**config.mk**
```make
export PLATFORM = sky130hd
export DESIGN_NAME = compress_mc_flat
export DESIGN_NICKNAME = d
export VERILOG_FILES = /design/src/rtl/compress_mc_if.sv /design/src/rtl/compress_mc.sv /design/src/flat_wrapper.sv
export SDC_FILE = /design/constraint.sdc
export NUM_CORES = 1
export LEC_CHECK = 0
export BUFFER_PORTS_ARGS = -buffer_cell sky130_fd_sc_hd__buf_2
export CAP_MARGIN = 20
export CORE_MARGIN = 3
export CORE_UTILIZATION = 60
export CTS_CLUSTER_DIAMETER = 60
export CTS_CLUSTER_SIZE = 14
export DETAILED_ROUTE_END_ITERATION = 16
export HOLD_SLACK_MARGIN = 0.03
export PLACE_DENSITY = 0.81
export SETUP_SLACK_MARGIN = 0.02
export SLEW_MARGIN = 20
export SYNTH_ARGS = -nofsm -noshare
export SYNTH_HDL_FRONTEND = slang
export SYNTH_SLANG_ARGS = --single-unit
export TNS_END_PERCENT = 10
```
**constraint.sdc**
```tcl
create_clock -name clk -period 5.5 [get_ports clk]
set_input_delay 1.1 -clock clk [delete_from_list [all_inputs] [get_ports clk]]
set_output_delay 1.1 -clock clk [all_outputs]
set_load 0.05 [all_outputs]
```
**src/rtl/compress_mc_if.sv**
```systemverilog
// Sample stream bundle for compress_mc: linear samples in, G.711 codes out,
// each direction with its own valid/ready handshake.
interface compress_mc_if #(
  parameter int DATA_W = 16,
  parameter int CH_W   = 2
);
  logic              in_valid;
  logic              in_ready;
  logic [CH_W-1:0]   in_ch;
  logic [DATA_W-1:0] in_sr;
  logic              out_valid;
  logic              out_ready;
  logic [CH_W-1:0]   out_ch;
  logic              out_law;
  logic [7:0]        out_sp;

  modport master (
    output in_valid, in_ch, in_sr, out_ready,
    input  in_ready, out_valid, out_ch, out_law, out_sp
  );

  modport slave (
    input  in_valid, in_ch, in_sr, out_ready,
    output in_ready, out_valid, out_ch, out_law, out_sp
  );
endinterface

```
**src/rtl/compress_mc.sv**
```systemverilog
// Multi-channel pipelined linear-to-G.711 compressor with per-channel law
// selection and saturating per-channel clip counters.
module compress_mc #(
  parameter int DATA_W   = 16,
  parameter int CHANNELS = 4,
  parameter int CH_W     = $clog2(CHANNELS),
  parameter int CNT_W    = 16
) (
  input  logic             clk,
  input  logic             reset,
  input  logic             cfg_we,
  input  logic [CH_W-1:0]  cfg_ch,
  input  logic             cfg_law,
  compress_mc_if.slave     bus,
  input  logic [CH_W-1:0]  stat_ch,
  input  logic             stat_clr,
  output logic [CNT_W-1:0] stat_clip
);

  localparam logic [13:0] MU_CLIP = 14'd8158;
  localparam logic [13:0] MU_BIAS = 14'd33;

  function automatic logic ch_ok(input logic [CH_W-1:0] c);
    return 32'(c) < 32'(CHANNELS);
  endfunction

  function automatic logic [13:0] mu_abs(input logic signed [13:0] x);
    logic signed [14:0] w;
    w = 15'(x);
    return w[14] ? 14'(-w) : 14'(w);
  endfunction

  function automatic logic [12:0] mu_sat_bias(input logic [13:0] mag);
    logic [13:0] s;
    s = (mag > MU_CLIP) ? MU_CLIP : mag;
    return 13'(s + MU_BIAS);
  endfunction

  // One's-complement of a negative value equals -x-1, the A-law magnitude.
  function automatic logic [11:0] a_abs(input logic signed [12:0] x);
    return x[12] ? ~x[11:0] : x[11:0];
  endfunction

  function automatic logic [7:0] mu_code(input logic [12:0] m, input logic neg);
    logic [2:0] seg;
    logic [3:0] mant;
    seg = '0;
    for (int b = 6; b <= 12; b++) begin
      if (m[b]) seg = 3'(b - 5);
    end
    mant = 4'(m >> (4'(seg) + 4'd1));
    return {1'b0, seg, mant} ^ (neg ? 8'h7F : 8'hFF);
  endfunction

  function automatic logic [7:0] a_code(input logic [11:0] mag, input logic neg);
    logic [2:0] seg;
    logic [3:0] mant;
    seg = '0;
    for (int b = 5; b <= 11; b++) begin
      if (mag[b]) seg = 3'(b - 4);
    end
    mant = (seg == 3'd0) ? 4'(mag >> 1) : 4'(mag >> seg);
    return {1'b0, seg, mant} ^ (neg ? 8'h55 : 8'hD5);
  endfunction

  logic [CHANNELS-1:0] law_q, law_d;
  logic [CNT_W-1:0]    clip_q [CHANNELS];
  logic [CNT_W-1:0]    clip_d [CHANNELS];

  logic                     vld_p0_q, ok_p0_q, law_p0_q;
  logic signed [DATA_W-1:0] sr_p0_q;
  logic [CH_W-1:0]          ch_p0_q;

  logic                     vld_p1_q, ok_p1_q, law_p1_q, neg_p1_q, clip_p1_q;
  logic [12:0]              val_p1_q;
  logic [CH_W-1:0]          ch_p1_q;

  logic                     out_valid_q, out_law_q, out_clip_q;
  logic [7:0]               out_sp_q;
  logic [CH_W-1:0]          out_ch_q;

  logic en, xfer, in_ok;

  assign en            = bus.out_ready | ~out_valid_q;
  assign xfer          = out_valid_q & bus.out_ready;
  assign in_ok         = ch_ok(bus.in_ch);
  assign bus.in_ready  = en;
  assign bus.out_valid = out_valid_q;
  assign bus.out_sp    = out_sp_q;
  assign bus.out_ch    = out_ch_q;
  assign bus.out_law   = out_law_q;
  assign stat_clip     = ch_ok(stat_ch) ? clip_q[stat_ch] : '0;

  always_comb begin
    law_d = law_q;
    if (cfg_we && ch_ok(cfg_ch)) law_d[cfg_ch] = cfg_law;
  end

  // Clear wins over a same-cycle increment on the same channel.
  always_comb begin
    for (int i = 0; i < CHANNELS; i++) begin
      clip_d[i] = clip_q[i];
      if (stat_clr && 32'(stat_ch) == i)
        clip_d[i] = '0;
      else if (xfer && out_clip_q && 32'(out_ch_q) == i && clip_q[i] != {CNT_W{1'b1}})
        clip_d[i] = clip_q[i] + CNT_W'(1);
    end
  end

  always_ff @(posedge clk) begin
    if (reset) begin
      law_q <= '0;
      for (int i = 0; i < CHANNELS; i++) clip_q[i] <= '0;
    end else begin
      law_q <= law_d;
      for (int i = 0; i < CHANNELS; i++) clip_q[i] <= clip_d[i];
    end
  end

  // S1: capture sample, tag and the law register as it stood before this edge
  always_ff @(posedge clk) begin
    if (reset)   vld_p0_q <= 1'b0;
    else if (en) vld_p0_q <= bus.in_valid;
  end

  always_ff @(posedge clk) begin
    if (en) begin
      sr_p0_q  <= $signed(bus.in_sr);
      ch_p0_q  <= bus.in_ch;
      ok_p0_q  <= in_ok;
      law_p0_q <= in_ok & law_q[bus.in_ch];
    end
  end

  // S2: sign, magnitude, clip flag and bias
  logic signed [13:0] x_mu;
  logic signed [12:0] x_a;
  logic [13:0]        mu_mag;
  logic               unused_sr_lsb;

  assign x_mu          = sr_p0_q[DATA_W-1 -: 14];
  assign x_a           = sr_p0_q[DATA_W-1 -: 13];
  assign mu_mag        = mu_abs(x_mu);
  assign unused_sr_lsb = ^sr_p0_q;

  always_ff @(posedge clk) begin
    if (reset)   vld_p1_q <= 1'b0;
    else if (en) vld_p1_q <= vld_p0_q;
  end

  always_ff @(posedge clk) begin
    if (en) begin
      ch_p1_q  <= ch_p0_q;
      ok_p1_q  <= ok_p0_q;
      law_p1_q <= law_p0_q;
      if (law_p0_q) begin
        neg_p1_q  <= x_a[12];
        clip_p1_q <= 1'b0;
        val_p1_q  <= {1'b0, a_abs(x_a)};
      end else begin
        neg_p1_q  <= x_mu[13];
        clip_p1_q <= mu_mag > MU_CLIP;
        val_p1_q  <= mu_sat_bias(mu_mag);
      end
    end
  end

  // S3: segment, mantissa and mask; registered outputs held while stalled
  always_ff @(posedge clk) begin
    if (reset) begin
      out_valid_q <= 1'b0;
      out_sp_q    <= '0;
      out_ch_q    <= '0;
      out_law_q   <= 1'b0;
      out_clip_q  <= 1'b0;
    end else if (en) begin
      out_valid_q <= vld_p1_q;
      out_sp_q    <= law_p1_q ? a_code(val_p1_q[11:0], neg_p1_q)
                              : mu_code(val_p1_q, neg_p1_q);
      out_ch_q    <= ch_p1_q;
      out_law_q   <= law_p1_q;
      out_clip_q  <= clip_p1_q & ok_p1_q & ~law_p1_q;
    end
  end

endmodule
```
**src/flat_wrapper.sv**
```systemverilog
// flat-port wrapper written by rule: the top's interface ports become plain ports
module compress_mc_flat 
#(
  parameter int DATA_W   = 16,
  parameter int CHANNELS = 4,
  parameter int CH_W     = $clog2(CHANNELS),
  parameter int CNT_W    = 16
)
  (clk, reset, cfg_we, cfg_ch, cfg_law, stat_ch, stat_clr, stat_clip, bus_in_valid, bus_in_ch, bus_in_sr, bus_out_ready, bus_in_ready, bus_out_valid, bus_out_ch, bus_out_law, bus_out_sp);
  compress_mc_if #(.DATA_W(DATA_W), .CH_W(CH_W)) bus_i ();
  input  logic clk;
  input  logic reset;
  input  logic cfg_we;
  input  logic [CH_W-1:0] cfg_ch;
  input  logic cfg_law;
  input  logic [CH_W-1:0] stat_ch;
  input  logic stat_clr;
  output logic [CNT_W-1:0] stat_clip;
  input wire logic [$bits(bus_i.in_valid)-1:0] bus_in_valid;
  input wire logic [$bits(bus_i.in_ch)-1:0] bus_in_ch;
  input wire logic [$bits(bus_i.in_sr)-1:0] bus_in_sr;
  input wire logic [$bits(bus_i.out_ready)-1:0] bus_out_ready;
  output wire logic [$bits(bus_i.in_ready)-1:0] bus_in_ready;
  output wire logic [$bits(bus_i.out_valid)-1:0] bus_out_valid;
  output wire logic [$bits(bus_i.out_ch)-1:0] bus_out_ch;
  output wire logic [$bits(bus_i.out_law)-1:0] bus_out_law;
  output wire logic [$bits(bus_i.out_sp)-1:0] bus_out_sp;
  assign bus_i.in_valid = bus_in_valid;
  assign bus_i.in_ch = bus_in_ch;
  assign bus_i.in_sr = bus_in_sr;
  assign bus_i.out_ready = bus_out_ready;
  assign bus_in_ready = bus_i.in_ready;
  assign bus_out_valid = bus_i.out_valid;
  assign bus_out_ch = bus_i.out_ch;
  assign bus_out_law = bus_i.out_law;
  assign bus_out_sp = bus_i.out_sp;
  compress_mc #(.DATA_W(DATA_W), .CHANNELS(CHANNELS), .CH_W(CH_W), .CNT_W(CNT_W)) u_core (.clk(clk), .reset(reset), .cfg_we(cfg_we), .cfg_ch(cfg_ch), .cfg_law(cfg_law), .bus(bus_i), .stat_ch(stat_ch), .stat_clr(stat_clr), .stat_clip(stat_clip));
endmodule
```
### Word-level counts from Yosys, hierarchy flattened

Memory sizes are Yosys's and may differ from the RTL's.
Index checks and enable logic that the tools add are counted.

| storage, ports and cells | value |
|---|---|
| register bits | 56 |
| bits in latches | 0 |
| memory bits (writable) | 64 |
| ROM bits | 0 |
| input port bits | 29 |
| output and inout port bits | 29 |
| logic and storage cells | 116 |
| memories | 1 |

| cells by class | value |
|---|---|
| add/subtract/negate cells | 7 |
| multipliers | 0 |
| div/mod/pow operators | 0 |
| $lt $le $gt $ge | 4 |
| eq/ne operators | 10 |
| shifts and indexed selects | 2 |
| mux-type cells | 46 |
| bitwise gates (word level) | 12 |
| reductions and logical operators | 17 |

Memory list:

| memory | depth | width | read ports | clocked after Yosys merged registers in | wr ports | line | source |
|---|---|---|---|---|---|---|---|
| u_core.clip_q | 4 | 16 | 5 | 0 | 4 | compress_mc.sv:67 | `logic [CNT_W-1:0] clip_q [CHANNELS];` |

Operators with widths:

| kind | number |
|---|---|
| two-way mux 16 bit | 12 |
| adder 16 x 1 -> 16 bit (second input constant) | 4 |
| inequality test 16 bit (second input constant) | 4 |
| two-way mux 3 bit | 12 |
| two-way mux 12 bit | 2 |
| two-way mux 8 bit | 3 |
| XOR 7 x 8 -> 8 bit | 2 |
| greater-than comparator 14 x 13 -> 1 bit (second input constant) | 1 |
| logical AND 1 bit | 14 |
| two-way mux 14 bit | 1 |
| negator 14 bit | 1 |
| adder 13 x 6 -> 13 bit (second input constant) | 1 |
| two-way mux 13 bit | 1 |
| >> shifter 13 x 4 -> 4 bit | 1 |
| inverter 12 bit | 1 |
| >> shifter 12 x 3 -> 4 bit | 1 |
| == test 2 bit (second input constant) | 4 |
| two-way mux 2 bit | 4 |
| two-way mux 1 bit | 7 |
| less-than comparator 2 x 3 -> 1 bit (second input constant) | 2 |
| bitwise OR 1 bit | 5 |
| adder 3 x 1 -> 4 bit (second input constant) | 1 |
| bitwise mux 4 bit | 1 |
| == test 2 x 1 -> 1 bit (second input constant) | 2 |
| 8 further kinds | 11 |

### Longest topological paths before layout

Gate-level depths: netlist of run 1.

| logic depth | value |
|---|---|
| depth after elaboration | 13 |
| mapped depth | 15 |
| mapped depth without buffers | 13 |

### Worst setup path before layout of run 1

OpenSTA, ideal clock, no wires.

| timing path | value |
|---|---|
| kind | input port to output port |
| start | input port bus_out_ready |
| end | output port bus_in_ready |
| data arrival time | 2829 ps |
| data required time | 4400 ps |
| setup slack | 1571 ps |
| cell stages on the path | 3 |
| buffers on the path | 1 |
| path through | nor2b_1 > inv_1 > buf_1 |

| on the way | value |
|---|---|
| word-level cells in the longest chain between the ends | 1 |

RTL lines:

| what | line | source |
|---|---|---|
| start, declared | flat_wrapper.sv:22 | `input wire logic [$bits(bus_i.out_ready)-1:0] bus_out_ready;` |
| bitwise OR 1 bit | compress_mc.sv:84 | `assign en = bus.out_ready \| ~out_valid_q;` |
| end, declared | flat_wrapper.sv:23 | `output wire logic [$bits(bus_i.in_ready)-1:0] bus_in_ready;` |

No other way between the ends.

### Worst setup path after layout of run 1

| timing path | value |
|---|---|
| start | register u_core.sr_p0_q[2] |
| end | register u_core.val_p1_q[6], data pin |

| on the way | value |
|---|---|
| word-level cells in the longest chain between the ends | 6 |

RTL lines:

| what | line | source |
|---|---|---|
| start, declared | compress_mc.sv:71 | `logic signed [DATA_W-1:0] sr_p0_q;` |
| start signal, assigned | compress_mc.sv:128 | `sr_p0_q <= $signed(bus.in_sr);` |
| negator 14 bit | compress_mc.sv:30 | `return w[14] ? 14'(-w) : 14'(w);` |
| two-way mux 14 bit (*) | compress_mc.sv:30 |  |
| greater-than comparator 14 x 13 -> 1 bit | compress_mc.sv:35 | `s = (mag > MU_CLIP) ? MU_CLIP : mag;` |
| two-way mux 13 bit (*) | compress_mc.sv:35 |  |
| adder 13 x 6 -> 13 bit (*) | compress_mc.sv:36 | `return 13'(s + MU_BIAS);` |
| two-way mux 12 bit (*) | compress_mc.sv:156 | `if (law_p0_q) begin` |
| end signal, assigned | compress_mc.sv:159 | `val_p1_q <= {1'b0, a_abs(x_a)};` |
| end signal, assigned | compress_mc.sv:163 | `val_p1_q <= mu_sat_bias(mu_mag);` |
| end, declared | compress_mc.sv:75 | `logic [12:0] val_p1_q;` |

Every way passes the cells marked *; elsewhere a longest branch is shown, timed or not.
A chain may end at the register's enable or synchronous reset.

==> results.tsv, run 1 <==
metric	value	unit
outcome	finished clean	
DR iter-0 viols	392	
sequential cell area fraction in the yosys report	0.3934	
H-tree depth	4	
Ports	58	
worst skew pair latency	0.42	ns
Tmin final	3.936	ns
routability congestion estimate	0.8886	
HPWL after DPL	11720	um
number of flops mapped to enable cells by yosys	34	
part of the power in the clock network	0.406	
top post-synthesis cells by area	dfxtp_1, edfxtp_1, mux4_2	
Hold Crit Class	reg -> reg	
Leak	2.772	nW
Chip Width	112.6	um
initial core utilization	0.6209	
RSZ-0062 raised after global routing	false	
GRT overflow	0	
total core area	0.01098	sq mm
CTS tree	done	
Yosys reg bits	117	
port bufs	55	
Routed WL	15900	um
Sw Share	0.2852	
fin crit share	0.7157	
setup violators final	0	
pwr dens	306.7	mW/mm^2
internal reg-to-reg setup slack	1.56	ns
cts-stage hold buffer count	0	
cell count after synthesis	738	
# diodes	0	
Clock transition at path regs	0.05	ns
Slew Limit Headroom	0.3055	
initial antenna violation count	0	
Crit. End Element	flip-flop	
Startpoint Class	flip-flop	
power share of the combinational group	0.159	
Max Clock Skew	0.008221	ns
via count of the first global-routing pass	5467	
largest net degree at the start of global routing	28	
sw power	0.0006632	W
CP Max Fanout	12	
Synth area leader	dfxtp_1	
Hold Vio Cnt, Final	0	
fmax	254.0	MHz
synth unique cells	76	
Mapped Nets	774	
CP arrival	4.05	ns
Mapped Area	0.006819	sq mm
drt pass-1 iters	7	
Area growth syn-to-layout	11.16	%
post-synthesis async set-or-reset flop share	0	
Synth top area share	0.2437	
actual slew at the worst max-slew pin	1.034	ns
post-CTS setup buffers	0	
Die Span Y	112.6	um
NumNets Final	814	
Critical Path RT	5.61	ns
worst setup path class	reg -> reg	
first-pass GRT wire length	26510	um
wire per inst	17.11	um
CTS resizes	0	
CTS Root Cell	clkbuf_16	
Flop pwr share	0.436	
final core occ	0.6901	
Fillers	828	
clock tree buffer depth	2	
Ys Warns	0	
Via Count	5787	
Int Pwr	0.001662	W
gr usage total	0.2603	
worst vdd ir	0.2821	mV
Synth Flop Type	dfxtp_1	
CTS Sinks	117	
layout cell share with drive strength beyond 1	0.1610	
Pwr Total	0.002325	W
# DRC	0	
Final Max Tran Viols	0	
Max Cap Viol	0	
TNS Setup	0	ns
drt via density	6.229	
clock buffer count from CTS	17	
site row count	38	
Post-DRT Antenna Nets	0	
die footprint	0.01268	sq mm
Avg Inst Size Synth	9.240	sq um
-- layout by cell type, fill, tap and decap left out, drive strengths merged, types with 22 or more instances in the layout --
master	instances
a21oi	51
o21ai	44
xnor2	26
clkbuf	24
nor2	94
nand4	22
nand2	60
dfxtp	83
or3	22
buf	59
nand3	22
xor2	41
edfxtp	34
inv	22
-- cell type report --
cell class              count  area, sq um  share of cell area
repair buffers             59        305.3             0.04028
inverters                  22        82.58             0.01089
clock buffers              24        461.7             0.06091
multi-input cells         561         3841              0.5068
well taps                 140        175.2             0.02311
clock inverters             6        31.28            0.004127
flip-flops and latches    117         2683              0.3539
-- registers in the layout, indices dropped and copies added, names as in the netlist --
signal	flops
u_core.bus.out_law	1
u_core.sr_p0_q	14
u_core.law_p0_q	1
u_core.out_clip_q	1
u_core.bus.out_ch	2
u_core.clip_q	64
u_core.neg_p1_q	1
u_core.law_p1_q	1
u_core.val_p1_q	12
u_core.vld_p0_q	1
u_core.vld_p1_q	1
u_core.ch_p1_q	2
u_core.bus.out_sp	8
u_core.law_q	4
u_core.bus.out_valid	1
u_core.clip_p1_q	1
u_core.ch_p0_q	2
-- cells by family after synthesis --
family	share of synthesized area
flip-flops	0.3934
adder cells (fa/ha/maj)	0.01284
AND/OR/NAND/NOR	0.2050
buffers and inverters	0.04642
XOR/XNOR	0.08605
AO/OA/AOI/OAI	0.1640
multiplexers	0.09229
-- Yosys cell counts (9+ instances only) --
cell type  count
nor2_1        93
dfxtp_1       83
nand2_1       60
a21oi_1       51
xor2_1        41
o21ai_0       38
edfxtp_1      34
xnor2_1       26
clkbuf_1      24
inv_1         22
nand3_1       22
nand4_1       22
or3_1         21
mux2i_1       19
mux4_2        19
nor3_1        11
and3_1         9
nand2b_1       9
-- critical path, cell delays in order (launching register included) --
cell and delay, ns:
edfxtp_1 0.46, inv_1 0.16, ha_1 0.43, nor2b_1 0.14, and4_2 0.27, o21ai_0 0.41
a21boi_4 0.14, a31oi_1 0.46, nand2_1 0.11, ha_1 0.37, a21boi_0 0.22, o22ai_1 0.10
a211oi_1 0.29, a31oi_1 0.08
-- worst paths after layout --
check                    start                  to  cells past startpoint
max          u_core.sr_p0_q[2]  u_core.val_p1_q[6]                     13
min          u_core.ch_p0_q[1]   u_core.ch_p1_q[1]                      0
max reg2reg  u_core.sr_p0_q[2]  u_core.val_p1_q[6]                     13
min reg2reg  u_core.ch_p0_q[1]   u_core.ch_p1_q[1]                      0
-- per-stage QoR --
stage                     cell area [sq um]  setup slack [ns]  hold slack (ns)  cells
final                                  7580             1.564           0.4176    929
after global routing                   7580             1.326           0.4362    929
after CTS                              7559             1.670           0.4195    929
after detailed placement               7066             1.678           0.4099    899
after global placement                 7066             1.853           0.4155    899
after floorplan                        6819             1.571           0.4003    738
-- routing by layer --
layer / share of wire / global-route usage
met1: 0.45 / 0.3585
met2: 0.46 / 0.3985
met3: 0.072 / 0.06038
met4: 0.023 / 0.1042
met5: 0 / 0
-- power groups by stage --
stage	Clock [W]	Combinational (W)	Sequential (W)
6_report	0.000944	0.000369	0.00101
2_1_floorplan	0	0.000292	0.00102
3_5_place_dp	0	0.000363	0.00103
5_1_grt	0.000997	0.000405	0.00102
4_1_cts	0.000954	0.000365	0.00101
3_3_place_gp	0	0.000355	0.00102
(Power assumes the default switching activity.)
==> run 2, diff against run 1 <==
ABC_AREA = 1   (was not set)
clock period = 3.69 ns   (was 5.5 ns; I/O delays follow)
==> run 2 against run 1 <==
Compared with the run above: clock skew fell by 0.0028 ns; clock power is 65% higher; area after synthesis rose by 0.94%; hold slack better by 0.0043 ns; sequential cell count did not move; synthesized cell count up 28%; largest power group is now the clock network; highest routed layer unchanged.
==> results.tsv, run 2 <==
metric	value	unit	change
post-synthesis async set-or-reset flop share	0		unchanged
clock tree buffer depth	2		unchanged
dpl cells	1132		was 899
initial core utilization	0.6240		was 0.6209
max reg flops	64		unchanged
largest net degree at the start of global routing	43		was 28
via count of the first global-routing pass	5918		was 5467
Routed WL	16100	um	was 15900 um
cts-stage hold buffer count	0		unchanged
CTS tree	done		unchanged
H-tree depth	4		unchanged
RSZ-0062 raised after global routing	false		unchanged
top post-synthesis cells by area	dfxtp_1, edfxtp_1, nand2_1		was dfxtp_1, edfxtp_1, mux4_2
worst skew pair latency	0.42	ns	about the same
die footprint	0.01279	sq mm	was 0.01268 sq mm
outcome	finished clean		unchanged
cell count after synthesis	948		was 738
Yosys reg bits	117		unchanged
leading cell types by count after synthesis	nand2_1, inv_1, nor2_1		was nor2_1, dfxtp_1, nand2_1
Ports	58		unchanged
largest reg by FF count	u_core.clip_q		unchanged
port bufs	55		unchanged
Finished Layout Cells	1164		was 929
Leak	3.180	nW	was 2.772 nW
Chip Width	113.1	um	was 112.6 um
CP arrival	3.14	ns	was 4.05 ns
routability congestion estimate	0.9285		was 0.8886
Hold Vio Cnt, Final	0		unchanged
fin crit share	0.8030		was 0.7157
Hold Crit Class	reg -> reg		unchanged
synth unique cells	55		was 76
sequential cell area fraction in the yosys report	0.3897		was 0.3934
Avg Inst Size Synth	7.260	sq um	was 9.240 sq um
site row count	38		unchanged
CTS resizes	0		unchanged
# diodes	0		unchanged
first-pass GRT wire length	27250	um	was 26510 um
Final Max Tran Viols	0		unchanged
NumNets Final	1047		was 814
HPWL after DPL	11740	um	was 11720 um
Mapped Nets	984		was 774
TNS Setup	0	ns	unchanged
initial antenna violation count	0		unchanged
actual slew at the worst max-slew pin	0.6099	ns	was 1.034 ns
post-CTS setup buffers	0		unchanged
Fillers	901		was 828
worst vdd ir	0.4335	mV	was 0.2821 mV
CTS Sinks	117		unchanged
drt pass-1 iters	5		was 7
fmax	337.5	MHz	was 254.0 MHz
Tmin final	2.963	ns	was 3.936 ns
Clock transition at path regs	0.06	ns	was 0.05 ns
wire per inst	13.83	um	was 17.11 um
# DRC	0		unchanged
CTS Root Cell	clkbuf_16		unchanged
drt via density	5.592		was 6.229
Post-DRT Antenna Nets	0		unchanged
Synth area leader	dfxtp_1		unchanged
Ys Warns	0		unchanged
Max Cap Viol	0		unchanged
layout cell share with drive strength beyond 1	0.1416		was 0.1610
Critical Path RT	3.86	ns	was 5.61 ns
Max Clock Skew	0.005471	ns	was 0.008221 ns
setup violators final	0		unchanged
gr usage total	0.2626		was 0.2603
most frequent cells in the layout	nand2_1, inv_1, nor2_1		was nor2_1, dfxtp_1, nand2_1
CP Max Fanout	11		was 12
DR iter-0 viols	719		was 392
number of flops mapped to enable cells by yosys	34		unchanged
total core area	0.01103	sq mm	was 0.01098 sq mm
clock buffer count from CTS	17		unchanged
worst setup path class	reg -> reg		unchanged
Top Registers	u_core.clip_q x64, u_core.sr_p0_q x14, u_core.val_p1_q x12		unchanged
Slew Limit Headroom	0.5924		was 0.3055
commonest non-fill, non-tap cell in the layout	nand2_1		was nor2_1
Crit. End Element	flip-flop		unchanged
Mapped Area	0.006883	sq mm	was 0.006819 sq mm
Via Count	6509		was 5787
top-count cell post-synth	nand2_1		was nor2_1
pwr dens	462.6	mW/mm^2	was 306.7 mW/mm^2
Synth Flop Type	dfxtp_1		unchanged
Startpoint Class	flip-flop		unchanged
Die Span Y	113.1	um	was 112.6 um
Area growth syn-to-layout	14.34	%	was 11.16%
Synth top area share	0.2414		was 0.2437
GRT overflow	0		unchanged
run 2: changes by cell type in the layout (fill, tap and decap cells not counted), sizes merged, moves of 14 or more:
cell	delta
inv	+129
nor3	+17
xor2	-31
nand2	+137
xnor2	-18
mux4	-19
a22oi	+14
or3	-22
nand3	+33
mux2i	-19
o21ai	+30
run 2: final timing paths:
kind	start	to	slack (ns)	depth (start not counted)
worst max-delay path	u_core.sr_p0_q[2]	u_core.val_p1_q[12]	0.73	18
worst min-delay path	u_core.ch_p0_q[0]	u_core.ch_p1_q[0]	0.42	0
worst max register to register	u_core.sr_p0_q[2]	u_core.val_p1_q[12]	0.73	18
worst min register to register	u_core.ch_p0_q[0]	u_core.ch_p1_q[0]	0.42	0
run 2: logic make-up after synthesis:
kind of cell,count (synthesis),synth area share
AND/OR/NAND/NOR,433,0.3010
AO/OA/AOI/OAI,200,0.1751
buffers and inverters,173,0.09744
flip-flops,117,0.3897
XOR/XNOR,18,0.02400
adder cells (fa/ha/maj),7,0.01272
run 2: area by class of cell:
class	count	area (sq um)	area share
Tap cell	140	175.2	0.02226
Clock buffer	17	425.4	0.05405
Timing Repair Buffer	64	342.8	0.04356
Inverter	153	574.3	0.07297
Sequential cell	117	2683	0.3409
Clock inverter	15	140.1	0.01781
Multi-Input combinational cell	658	3530	0.4485
run 2: power by group:
group	leakage (nW)	switching (W)	internal [W]
sequential	1.04	0.0000588	0.00140
clock	0.258	0.000586	0.000978
combinational	1.89	0.000428	0.000190
run 2: critical path, cell delays in order (launching register included):
cell and delay (ns):
edfxtp_1 0.43, inv_1 0.16, ha_1 0.25, nand4_1 0.15, nand2_1 0.12, nand2_1 0.06, nand2_1 0.12, nand3_2 0.09
nor2_2 0.11, nand2_2 0.20, nand2_2 0.15, inv_2 0.09, nand2_1 0.07, ha_1 0.25, nand3_4 0.12, nand2_4 0.11
nand3_2 0.07, nor2_1 0.10, nor2_1 0.05
run 2: metrics by stage:
step	hold slack [ns]	area, sq um	util	setup slack [ns]	power, W
after floorplan	0.3988	6883	-	0.5353	0.001942
after global placement	0.4030	7305	0.6622	0.8052	0.002078
after detailed placement	0.4045	7305	0.6622	0.7458	0.002087
after CTS	0.4208	7870	0.7135	0.7321	0.003649
after global routing	0.4270	7870	0.7135	0.4092	0.003802
final	0.4219	7870	0.7135	0.7271	0.003641
run 2: layer usage:
metal | up-vias | wire length [um] | global-route usage
met3 | 24 | 1032 | 0.06203
li1 | 3319 | - | -
met5 | - | 0 | 0
met1 | 2960 | 7723 | 0.3712
met2 | 206 | 7106 | 0.3989
met4 | 0 | 241 | 0.08494
